## config.mk

```make
export PLATFORM = sky130hd
export DESIGN_NAME = qpu_ifu_ift2itcm
export DESIGN_NICKNAME = d
export VERILOG_FILES = /design/src/rtl/qpu_ifu_ift2itcm.sv
export SDC_FILE = /design/constraint.sdc
export NUM_CORES = 1
export LEC_CHECK = 0
export ABC_AREA = 1
export CAP_MARGIN = 20
export CORE_UTILIZATION = 36
export CTS_BUF_LIST = sky130_fd_sc_hd__clkbuf_4 sky130_fd_sc_hd__clkbuf_8
export DETAILED_ROUTE_END_ITERATION = 6
export PLACE_DENSITY = 0.92
export REMOVE_ABC_BUFFERS = 1
export SLEW_MARGIN = 20
export SYNTH_ARGS = -nofsm -noshare
export SYNTH_HDL_FRONTEND = slang
export SYNTH_SLANG_ARGS = --single-unit
```

## constraint.sdc

```tcl
create_clock -name clk -period 2.3 [get_ports clk]
set_clock_uncertainty 0.15 [all_clocks]
set_input_delay 0.46 -clock clk [delete_from_list [all_inputs] [get_ports clk]]
set_output_delay 0.46 -clock clk [all_outputs]
set_load 0.01 [all_outputs]
```

## src/rtl/qpu_ifu_ift2itcm.sv

```systemverilog
// qpu_ifu_ift2itcm
// Bridges the IFU fetch request/response channels to a single-port synchronous
// instruction TCM. One request is outstanding at a time. In-range, word-aligned
// PCs start an ITCM read. Any other PC returns an error response straight away.
// The response is held until the ifetch stage accepts it.

module qpu_ifu_ift2itcm #(
    parameter int                 PC_SIZE    = 32,
    parameter int                 INSTR_SIZE = 32,
    parameter int                 ITCM_AW    = 12,
    parameter logic [PC_SIZE-1:0] ITCM_BASE  = PC_SIZE'(32'h8000_0000),
    parameter int                 RD_LAT     = 1
) (
    input  logic                  clk,
    input  logic                  rst_n,
    input  logic                  ifu_req_valid,
    output logic                  ifu_req_ready,
    input  logic [PC_SIZE-1:0]    ifu_req_pc,
    input  logic                  ifu_req_seq,
    output logic                  ifu_rsp_valid,
    input  logic                  ifu_rsp_ready,
    output logic [INSTR_SIZE-1:0] ifu_rsp_instr,
    output logic                  ifu_rsp_err,
    output logic                  itcm_cs,
    output logic [ITCM_AW-1:0]    itcm_addr,
    input  logic [INSTR_SIZE-1:0] itcm_rdata,
    output logic                  busy
);

    // The counter holds at most RD_LAT-1 (0..3), so two bits are enough.
    localparam int               CNT_W    = 2;
    localparam logic [CNT_W-1:0] CNT_LOAD = CNT_W'(RD_LAT - 1);

    typedef enum logic [1:0] {
        ST_IDLE = 2'd0,
        ST_WAIT = 2'd1,
        ST_RSP  = 2'd2
    } state_e;

    state_e                  state_q, state_d;
    logic [CNT_W-1:0]        cnt_q, cnt_d;
    logic [INSTR_SIZE-1:0]   rsp_instr_q, rsp_instr_d;
    logic                    rsp_err_q, rsp_err_d;
    // The sequential hint is captured for future use and has no effect today.
    logic                    unused_seq_q;

    logic req_hsk;
    logic rsp_hsk;
    logic in_range;
    logic aligned;
    logic good_req;

    // A new request is taken when idle, or while a response is being retired.
    assign ifu_req_ready = (state_q == ST_IDLE) | ((state_q == ST_RSP) & ifu_rsp_ready);
    assign req_hsk       = ifu_req_valid & ifu_req_ready;
    assign rsp_hsk       = ifu_rsp_valid & ifu_rsp_ready;

    // The ITCM is aligned to its own size, so the range check only compares the
    // PC bits above the word-address field.
    assign in_range = (ifu_req_pc[PC_SIZE-1:ITCM_AW+2] == ITCM_BASE[PC_SIZE-1:ITCM_AW+2]);
    assign aligned  = (ifu_req_pc[1:0] == 2'b00);
    assign good_req = in_range & aligned;

    // The ITCM strobe comes combinationally from the handshake. The address follows the PC.
    assign itcm_cs   = req_hsk & good_req;
    assign itcm_addr = ifu_req_pc[ITCM_AW+1:2];

    assign ifu_rsp_valid = (state_q == ST_RSP);
    assign ifu_rsp_instr = rsp_instr_q;
    assign ifu_rsp_err   = rsp_err_q;
    assign busy          = (state_q != ST_IDLE);

    // Next-state logic: accept, wait out the read latency, then hold the response.
    always_comb begin
        // NOTE: every target gets a default before the case statement. Without it,
        // a path that skips an assignment infers a latch.
        state_d     = state_q;
        cnt_d       = cnt_q;
        rsp_instr_d = rsp_instr_q;
        rsp_err_d   = rsp_err_q;

        unique case (state_q)
            ST_IDLE: begin
                if (req_hsk) begin
                    if (good_req) begin
                        cnt_d   = CNT_LOAD;
                        state_d = ST_WAIT;
                    end else begin
                        rsp_instr_d = '0;
                        rsp_err_d   = 1'b1;
                        state_d     = ST_RSP;
                    end
                end
            end

            ST_WAIT: begin
                if (cnt_q == '0) begin
                    rsp_instr_d = itcm_rdata;
                    rsp_err_d   = 1'b0;
                    state_d     = ST_RSP;
                end else begin
                    cnt_d = cnt_q - CNT_W'(1);
                end
            end

            ST_RSP: begin
                if (rsp_hsk) begin
                    if (req_hsk) begin
                        // A back-to-back request starts exactly as it would from idle.
                        if (good_req) begin
                            cnt_d   = CNT_LOAD;
                            state_d = ST_WAIT;
                        end else begin
                            rsp_instr_d = '0;
                            rsp_err_d   = 1'b1;
                            state_d     = ST_RSP;
                        end
                    end else begin
                        state_d = ST_IDLE;
                    end
                end
            end

            default: state_d = ST_IDLE;
        endcase
    end

    // State, latency counter and response register. Reset discards any read in flight.
    always_ff @(posedge clk or negedge rst_n) begin
        if (!rst_n) begin
            state_q     <= ST_IDLE;
            cnt_q       <= '0;
            rsp_instr_q <= '0;
            rsp_err_q   <= 1'b0;
        end else begin
            // NOTE: sequential state uses non-blocking assignments. Every register then
            // samples the values from before the clock edge, whatever the statement order.
            state_q     <= state_d;
            cnt_q       <= cnt_d;
            rsp_instr_q <= rsp_instr_d;
            rsp_err_q   <= rsp_err_d;
        end
    end

    // Capture the sequential-fetch hint with each accepted request.
    always_ff @(posedge clk or negedge rst_n) begin
        if (!rst_n) begin
            unused_seq_q <= 1'b0;
        end else if (req_hsk) begin
            unused_seq_q <= ifu_req_seq;
        end
    end

endmodule
```

==> results of run 1 <==
## cell usage after synthesis
cell type,instances,area [sq um]
ha_1,1,12.5
nand4_1,2,12.5
nand2_4,1,11.3
clkbuf_2,1,5.00
nor2_2,1,6.26
and2_0,1,6.26
clkbuf_1,6,22.5
buf_4,12,90.1
dfrtp_1,37,926
nor2_1,18,67.6
inv_1,10,37.5
buf_6,3,33.8
nand3_1,37,185
inv_2,2,7.51
nand2_2,1,6.26
nand2_1,80,300
## stage by stage
stage	cells	utilization (%)	setup slack [ps]	TNS [ps]	hold slack, ps
final	359	62.8	66.6	0	116
after CTS	359	62.0	12.7	0	136
after global placement	343	58.6	-266	-327	303
after floorplan	191	-	145	0	14.4
after global routing	359	62.8	-1.31	-1.31	173
after detailed placement	343	58.6	-324	-401	308
## cell type report
type | instances | area share [%]
Timing Repair Buffer | 108 | 37.4
Clock buffer | 5 | 2.45
Sequential cell | 37 | 32.9
Inverter | 12 | 1.60
Tap cell | 52 | 2.32
Multi-Input combinational cell | 142 | 22.6
Clock inverter | 3 | 0.623
## what timing repair did
action / 4_1_cts / 5_1_grt
resized for setup: 11 / 15
pin swaps: 5 / 13
endpoints found under the setup margin: 2 / 4
setup buffers: 9 / 1
## power breakdown
part / internal (mW) / switching (mW) / total [mW]
combinational: 0.180 / 0.203 / 0.384
sequential: 0.668 / 0.0169 / 0.685
clock: 0.209 / 0.235 / 0.444
## kinds of logic after synthesis
| group | synth area share (%) |
|---|---|
| buf+inv | 11.4 |
| fa+ha+maj | 0.723 |
| simple gates | 34.4 |
| flops | 53.5 |
## worst paths after layout
path                                                    from  slack [ps]  cells past startpoint                       endpoint
worst max-delay path                          ifu_req_pc[30]          70                      8                        itcm_cs
worst min-delay path                                   rst_n         120                      1  ifu_rsp_instr[21]$_DFFE_PN0P_
worst max register to register        state_q[1]$_DFFE_PN0P_         280                     12           cnt_q[0]$_DFFE_PN0P_
worst min register to register  ifu_rsp_instr[7]$_DFFE_PN0P_         320                      2   ifu_rsp_instr[7]$_DFFE_PN0P_
max in group asynchronous                              rst_n        1370                      1  ifu_rsp_instr[18]$_DFFE_PN0P_
min in group clk                ifu_rsp_instr[7]$_DFFE_PN0P_         320                      2   ifu_rsp_instr[7]$_DFFE_PN0P_
## state kept, by name (all words and copies together) (netlist names)
name	flops
ifu_rsp_err	1
state_q	2
ifu_rsp_instr	32
cnt_q	2
## metal layers
layer,vias up,GRT usage (%)
met5,-,3.03
met4,0,4.89
met3,6,8.86
met2,96,34.6
met1,809,20.1
li1,836,-
## critical path, cell delays in order
cell and delay, ps:
clkdlybuf4s50_1 410, inv_1 80, nand3_1 90, nor2_2 120
nand4_1 160, buf_4 170, inv_2 40, buf_6 90
==> flow_summary.json, run 1 <==
{
  "status": "finished, violations left",
  "violations": "design-rule violations",
  "ant_nets": 0,
  "multi_input_area_sq_um": 636,
  "maxSlewHeadroom_pct": 45.7,
  "synth-seq-area-share_pct": 53.5,
  "grt_usage_pct": 19.2,
  "netlist_area_sq_um": 1730,
  "tritoncts": "done",
  "areaGrowthSynthToFinish_pct": 62.4,
  "power.leakage_nw": 1.47,
  "hp-class": "input pin to async pin",
  "cp.required_ps": 1690,
  "syn_inst": 213,
  "core_region_area_sq_um": 4470,
  "power.density_nw_per_um2": 538,
  "crit_type": "input pin to output pin",
  "critPathLaunchType": "input pin",
  "wl_met3_um": 452,
  "portBuffers": 92,
  "die_y_um": 71.3,
  "design_area_sq_um": 2810,
  "cts_made_buffers": 5,
  "die-area_sq_um": 5090,
  "final_common_cell": "clkdlybuf4s50_1",
  "fillers": 374,
  "gp_congestion": 0.793,
  "period_share_pct": 97.1,
  "cp.arrival_ps": 1620,
  "dpl-instance-area_sq_um": 2620,
  "hpwl_um": 3200,
  "wl_met1_um": 1890,
  "post_synth.cell_area_avg_sq_um": 8.12,
  "cts.sinks": 37,
  "max_freq_ghz": 0.448,
  "drc": 9,
  "grt_overflow_total": 0,
  "ys_seq_elements": 37,
  "via_count": 1747,
  "tightest_slew_ps": 815,
  "power_mw": 1.51,
  "ios": 118,
  "grt_pass1_vias": 1800,
  "hold_viol": 0,
  "top_layer_used": "met4",
  "wire_per_inst_um": 13.4,
  "drt_iter0_markers": 74,
  "fp-row-count": 24,
  "grt_max_degree": 38,
  "end_kind": "output pin",
  "ir_drop_v": 0.000366,
  "clock_path_buffers": 2,
  "final_layout_size_suffix_gt1_share_pct": 13.0,
  "cts-root-buf": "clkbuf_8",
  "min_period_ps": 2230,
  "yosys_warnings": 0,
  "final_cell_mix": "81 x clkdlybuf4s50_1, 76 x nand2_1, 37 x dfrtp_1",
  "firstDrtPassIters": 6,
  "synth_cell_types": 16,
  "dr_wl_met2_um": 2420,
  "grt_first_pass_wirelength_um": 7710,
  "detail_route.vias_per_cell": 4.87,
  "start_util_pct": 38.7,
  "seq_area_sq_um": 926,
  "drv_slew": 0,
  "die_x_um": 71.3,
  "cp_max_fo": 2,
  "antenna_found_initial": 0,
  "nNetsFinal": 376,
  "setup_violations": 0,
  "n_antenna_cell": 0,
  "drt-total-wl_um": 4800,
  "htreeDepth": 2,
  "clkTransAtPathRegs_ps": 80,
  "cap_violations": 0,
  "cts_hold_buf": 0,
  "worstSkewPairLatency_ps": 280
}
No activity file was read; power rests on OpenSTA's default activity.
==> run 2, diff against run 1 <==
--- a/config.mk
+++ b/config.mk
@@ -7,10 +7,12 @@
 export LEC_CHECK = 0
 export ABC_AREA = 1
 export CAP_MARGIN = 20
-export CORE_UTILIZATION = 36
+export CELL_PAD_IN_SITES_DETAIL_PLACEMENT = 1
+export CELL_PAD_IN_SITES_GLOBAL_PLACEMENT = 2
+export CORE_UTILIZATION = 18
 export CTS_BUF_LIST = sky130_fd_sc_hd__clkbuf_4 sky130_fd_sc_hd__clkbuf_8
 export DETAILED_ROUTE_END_ITERATION = 6
-export PLACE_DENSITY = 0.92
+export PLACE_DENSITY = 0.9
 export REMOVE_ABC_BUFFERS = 1
 export SLEW_MARGIN = 20
 export SYNTH_ARGS = -nofsm -noshare
==> flow_summary.json, run 2 (synthesis gave the netlist of run 1 again) <==
{
  "wl_met3_um": 553,
  "via_count": 1721,
  "critPathLaunchType": "input pin",
  "ir_drop_v": 0.000167,
  "cts.sinks": 37,
  "drc": 0,
  "crit_path_end": "itcm_cs",
  "clkPwrFrac_pct": 31.4,
  "worstSkewPairLatency_ps": 280,
  "cts-root-buf": "clkbuf_8",
  "cp.required_ps": 1690,
  "largest_reg_flops": 32,
  "die-area_sq_um": 10000,
  "gp_congestion": 0.694,
  "slowest_delay_ps": 410,
  "clkTransAtPathRegs_ps": 70,
  "cp_cell_sequence": "clkdlybuf4s50_1 -> nor2_1 -> nand2_1 -> nor2_1 -> nand4_1 -> inv_1 -> buf_2",
  "crit_buf_inv": 3,
  "final_layout_size_suffix_gt1_share_pct": 8.94,
  "seq_area_sq_um": 926,
  "setup_violations": 0,
  "core_region_area_sq_um": 9280,
  "cp_common_cell": "nor2_1",
  "power.leakage_nw": 1.41,
  "r2r-end": "ifu_rsp_instr[15]$_DFFE_PN0P_",
  "hp-class": "register to register",
  "p_switching_mw": 0.468,
  "top_layer_used": "met4",
  "power_mw": 1.56,
  "wl_met1_um": 2140,
  "period_share_pct": 94.7,
  "sw_frac_of_total_pct": 30.0,
  "holdWs_ps": 320,
  "drv_slew": 0,
  "die_x_um": 100,
  "reg2reg_slack_ps": 540,
  "portBuffers": 92,
  "wire_per_inst_um": 12.7,
  "dr_wl_met2_um": 2730,
  "start_util_pct": 18.6,
  "final_cells": 431,
  "final_cell_mix": "87 x clkdlybuf4s50_1, 80 x nand2_1, 37 x nand3_1, 37 x dfrtp_1, 16 x nor2_1",
  "grt_usage_pct": 11.2,
  "rsz0062_at_grt": "no",
  "nNetsFinal": 371,
  "ios": 118,
  "fillers": 1115,
  "r2r_start": "cnt_q[0]$_DFFE_PN0P_",
  "crit_family": "buffers and inverters",
  "multi_input_area_sq_um": 613,
  "hold_viol": 0,
  "die_y_um": 100,
  "n_antenna_cell": 0,
  "cp.arrival_ps": 1570,
  "combinationalPowerShare_pct": 24.8,
  "grt_overflow_total": 0,
  "cap_violations": 0,
  "p_int_mw": 1.09,
  "firstDrtPassIters": 3,
  "cts_made_buffers": 5,
  "status": "finished clean",
  "hold_start": "ifu_rsp_err$_DFFE_PN0P_",
  "htreeDepth": 2,
  "detail_route.vias_per_cell": 3.99,
  "min_period_ps": 2180,
  "grt_first_pass_wirelength_um": 8840,
  "max_freq_ghz": 0.459,
  "drt_iter0_markers": 42,
  "final_common_cell": "clkdlybuf4s50_1",
  "grt_pass1_vias": 1834,
  "tritoncts": "done",
  "power.density_nw_per_um2": 550,
  "fp-row-count": 35,
  "path_depth": 7,
  "clock_path_buffers": 2,
  "hpwl_um": 3960,
  "tightest_slew_ps": 386,
  "end_kind": "output pin",
  "areaGrowthSynthToFinish_pct": 64.2,
  "cp_max_fo": 2,
  "drt-total-wl_um": 5460,
  "maxSlewHeadroom_pct": 74.3,
  "critPathSlowestCell": "clkdlybuf4s50_1",
  "r2r.worst_path.cells": 9,
  "post-place-cells": 421,
  "ant_nets": 0,
  "crit_type": "input pin to output pin",
  "grt_max_degree": 35,
  "antenna_found_initial": 0,
  "cp-startpoint": "ifu_req_pc[20]",
  "p_seq_share_pct": 43.8
}
[run 2: changes by cell type in the layout (fill, tap and decap cells not counted), sizes merged]
cell / change
clkinvlp: -1
dlygate4sd2: -1
clkdlybuf4s50: +6
dlymetal6s2s: -5
clkbuf: +1
dlygate4sd3: +1
buf: -6
[run 2: per-layer routing]
layer	GRT usage (%)	vias to the layer above
li1	-	826
met1	12.0	812
met2	20.1	77
met3	5.15	6
met4	2.68	0
met5	0	-
[run 2: final cells by class]
cell class | instances | share of cell area, %
inverter | 12 | 1.59
clock buffer | 6 | 2.91
sequential | 37 | 32.6
clock inverter | 2 | 0.484
timing repair buffer | 103 | 35.2
multi-input combinational | 142 | 21.6
tap | 129 | 5.68
[run 2: power by group through the flow]
stage	registers [mW]	clock network (mW)	logic, mW
after floorplan	0.700	0	0.149
after global placement	0.696	0	0.396
after detailed placement	0.697	0	0.404
after CTS	0.684	0.521	0.403
after global routing	0.687	0.551	0.434
final	0.684	0.491	0.387
[run 2: how the worst min path moves through the flow]
| stage | cells after the start | endpoint | slack [ps] |
|---|---|---|---|
| 3_3_place_gp | 1 | ifu_rsp_instr[15]$_DFFE_PN0P_ | 220 |
| 5_1_grt | 2 | ifu_rsp_instr[26]$_DFFE_PN0P_ | 350 |
| 2_1_floorplan | 0 | cnt_q[0]$_DFFE_PN0P_ | 10 |
| 3_5_place_dp | 1 | ifu_rsp_instr[15]$_DFFE_PN0P_ | 220 |
| 4_1_cts | 2 | ifu_rsp_err$_DFFE_PN0P_ | 330 |
| 6_report | 2 | ifu_rsp_err$_DFFE_PN0P_ | 320 |
[run 2: stage by stage]
| stage | TNS [ps] | setup slack, ps | util (%) | cell area (sq um) |
|---|---|---|---|---|
| 6_report | 0 | 121 | 30.6 | 2840 |
| 5_1_grt | 0 | 16.7 | 30.6 | 2840 |
| 4_1_cts | -55.9 | -55.9 | 30.5 | 2830 |
| 3_5_place_dp | -536 | -355 | 29.3 | 2720 |
| 3_3_place_gp | -451 | -359 | 29.3 | 2720 |
| 2_1_floorplan | 0 | 145 | - | 1580 |
[run 2: tightest hold or removal path, cell delays in order, from the launching register on]
cell and delay, ps:
dfrtp_1 340, nand2_1 50, nand2_1 50
[run 2: repair_timing]
action                                 in CTS  in global routing
pin swaps                                   1                  4
buffers inserted                            0                  1
gates resized for setup                     4                  6
endpoints found under the hold margin      11                  0
setup endpoints to repair                   2                  1
hold buffers                                1                  0
==> run 3, diff against run 2 <==
--- a/config.mk
+++ b/config.mk
@@ -9,11 +9,13 @@
 export CAP_MARGIN = 20
 export CELL_PAD_IN_SITES_DETAIL_PLACEMENT = 1
 export CELL_PAD_IN_SITES_GLOBAL_PLACEMENT = 2
+export CORE_ASPECT_RATIO = 1.1
 export CORE_UTILIZATION = 18
 export CTS_BUF_LIST = sky130_fd_sc_hd__clkbuf_4 sky130_fd_sc_hd__clkbuf_8
 export DETAILED_ROUTE_END_ITERATION = 6
 export PLACE_DENSITY = 0.9
 export REMOVE_ABC_BUFFERS = 1
+export SETUP_SLACK_MARGIN = 0.05
 export SLEW_MARGIN = 20
 export SYNTH_ARGS = -nofsm -noshare
 export SYNTH_HDL_FRONTEND = slang
==> flow_summary.json, run 3 (synthesis gave the netlist of run 1 again) <==
{
  "ir_drop_v": 0.000240,
  "cp_cell_sequence": "clkdlybuf4s50_1 -> inv_2 -> nand2_2 -> nand2_2 -> nor2_4 -> nand4_1 -> inv_1 -> buf_2",
  "cp_common_cell": "nand2_2",
  "cts_made_buffers": 5,
  "nNetsFinal": 371,
  "combinationalPowerShare_pct": 29.5,
  "via_count": 1732,
  "worstSkewPairLatency_ps": 280,
  "crit_type": "input pin to output pin",
  "drt_iter0_markers": 48,
  "crit_buf_inv": 4,
  "max_freq_ghz": 0.467,
  "grt_first_pass_wirelength_um": 8660,
  "slowest_delay_ps": 470,
  "post-place-cells": 408,
  "tightest_slew_ps": 871,
  "drc": 0,
  "die_y_um": 105,
  "end_kind": "output pin",
  "gp_congestion": 0.692,
  "maxSlewHeadroom_pct": 42.0,
  "hp-class": "input pin to async pin",
  "antenna_found_initial": 0,
  "largest_reg_flops": 32,
  "cts-root-buf": "clkbuf_8",
  "ant_nets": 0,
  "rsz0062_at_grt": "no",
  "met2_usage_pct": 19.3,
  "cp.required_ps": 1690,
  "tritoncts": "done",
  "setup_violations": 0,
  "n_antenna_cell": 0,
  "p_int_mw": 1.14,
  "period_share_pct": 93.1,
  "sw_frac_of_total_pct": 29.3,
  "final_cell_mix": "82 x clkdlybuf4s50_1, 78 x nand2_1, 37 x nand3_1, 37 x dfrtp_1, 15 x nor2_1",
  "status": "finished clean",
  "power.density_nw_per_um2": 564,
  "clock_path_buffers": 2,
  "power.leakage_nw": 1.46,
  "start_util_pct": 18.5,
  "wire_per_inst_um": 12.9,
  "grt_overflow_total": 0,
  "power_mw": 1.62,
  "die-area_sq_um": 10000,
  "clkPwrFrac_pct": 28.1,
  "met3_usage_pct": 5.02,
  "grt_max_degree": 38,
  "min_period_ps": 2140,
  "grt_pass1_vias": 1871,
  "cts.sinks": 37,
  "core_region_area_sq_um": 9350,
  "die_x_um": 95.5,
  "firstDrtPassIters": 4,
  "cp.arrival_ps": 1530,
  "fp-row-count": 37,
  "htreeDepth": 2,
  "busiest_layer": "met2",
  "setup_tns_ps": 0,
  "ios": 118,
  "gr-usage-met1_pct": 12.1,
  "p_switching_mw": 0.474,
  "hold_viol": 0,
  "cp_max_fo": 2,
  "clkTransAtPathRegs_ps": 80,
  "dpl-instance-area_sq_um": 2730,
  "crit_family": "buffers and inverters",
  "final_common_cell": "clkdlybuf4s50_1",
  "drv_slew": 0,
  "cap_violations": 0,
  "detail_route.vias_per_cell": 4.13,
  "design_area_sq_um": 2870,
  "hpwl_um": 3910,
  "drt-total-wl_um": 5400,
  "grt_usage_pct": 11.0,
  "final_cells": 419,
  "areaGrowthSynthToFinish_pct": 65.9,
  "p_seq_share_pct": 42.4,
  "critPathSlowestCell": "clkdlybuf4s50_1",
  "holdWs_ps": 136,
  "cts_hold_buf": 0,
  "final_layout_size_suffix_gt1_share_pct": 10.9,
  "critPathLaunchType": "input pin",
  "portBuffers": 92
}
-- run 3: metal layers --
layer	wire length [um]	share of wire [%]
met1	2100	39
met2	2710	50
met3	566	10
met4	31	0.57
met5	0	0
-- run 3: final timing paths --
check | from | slack (ps) | depth (start not counted) | to
max reg2reg | state_q[1]$_DFFE_PN0P_ | 530 | 11 | ifu_rsp_instr[5]$_DFFE_PN0P_
min reg2reg | ifu_rsp_instr[10]$_DFFE_PN0P_ | 320 | 2 | ifu_rsp_instr[10]$_DFFE_PN0P_
min in group clk | ifu_rsp_instr[10]$_DFFE_PN0P_ | 320 | 2 | ifu_rsp_instr[10]$_DFFE_PN0P_
min | rst_n | 140 | 1 | ifu_rsp_instr[7]$_DFFE_PN0P_
max | ifu_rsp_ready | 160 | 8 | itcm_cs
max in group asynchronous | rst_n | 1320 | 1 | cnt_q[1]$_DFFE_PN0P_
-- run 3: power groups by stage --
| stage | Sequential [mW] | Combinational (mW) | Clock (mW) |
|---|---|---|---|
| after CTS | 0.685 | 0.478 | 0.479 |
| after detailed placement | 0.698 | 0.478 | 0 |
| after floorplan | 0.700 | 0.149 | 0 |
| final | 0.687 | 0.477 | 0.455 |
| after global placement | 0.697 | 0.477 | 0 |
| after global routing | 0.690 | 0.529 | 0.508 |
-- run 3: cell type report --
cell class | count | area, sq um
clock inverter | 2 | 10.0
sequential | 37 | 926
timing repair buffer | 103 | 1030
inverter | 12 | 45.0
multi-input combinational | 142 | 633
tap | 117 | 146
fill | 1104 | 6480
clock buffer | 6 | 76.3
-- run 3: what timing repair did --
action                     CTS  global route
setup endpoints to repair    2             1
resized for setup            8            14
gates cloned                 0             0
pin swaps                    1            14
buffers inserted             0             3
-- run 3: worst register-to-register path: cells and delay by family, from the launching register on --
kind | cells | cell delay, ps
buffers and inverters | 3 | 370
flip-flops | 1 | 440
AND/OR/NAND/NOR | 8 | 710
-- run 3: through the flow --
stage | util [%] | worst slack [ps]
floorplan | - | 145
global placement | 29.2 | -442
detailed placement | 29.2 | -464
CTS | 30.2 | -42.7
global route | 30.7 | 49.5
finish | 30.7 | 160
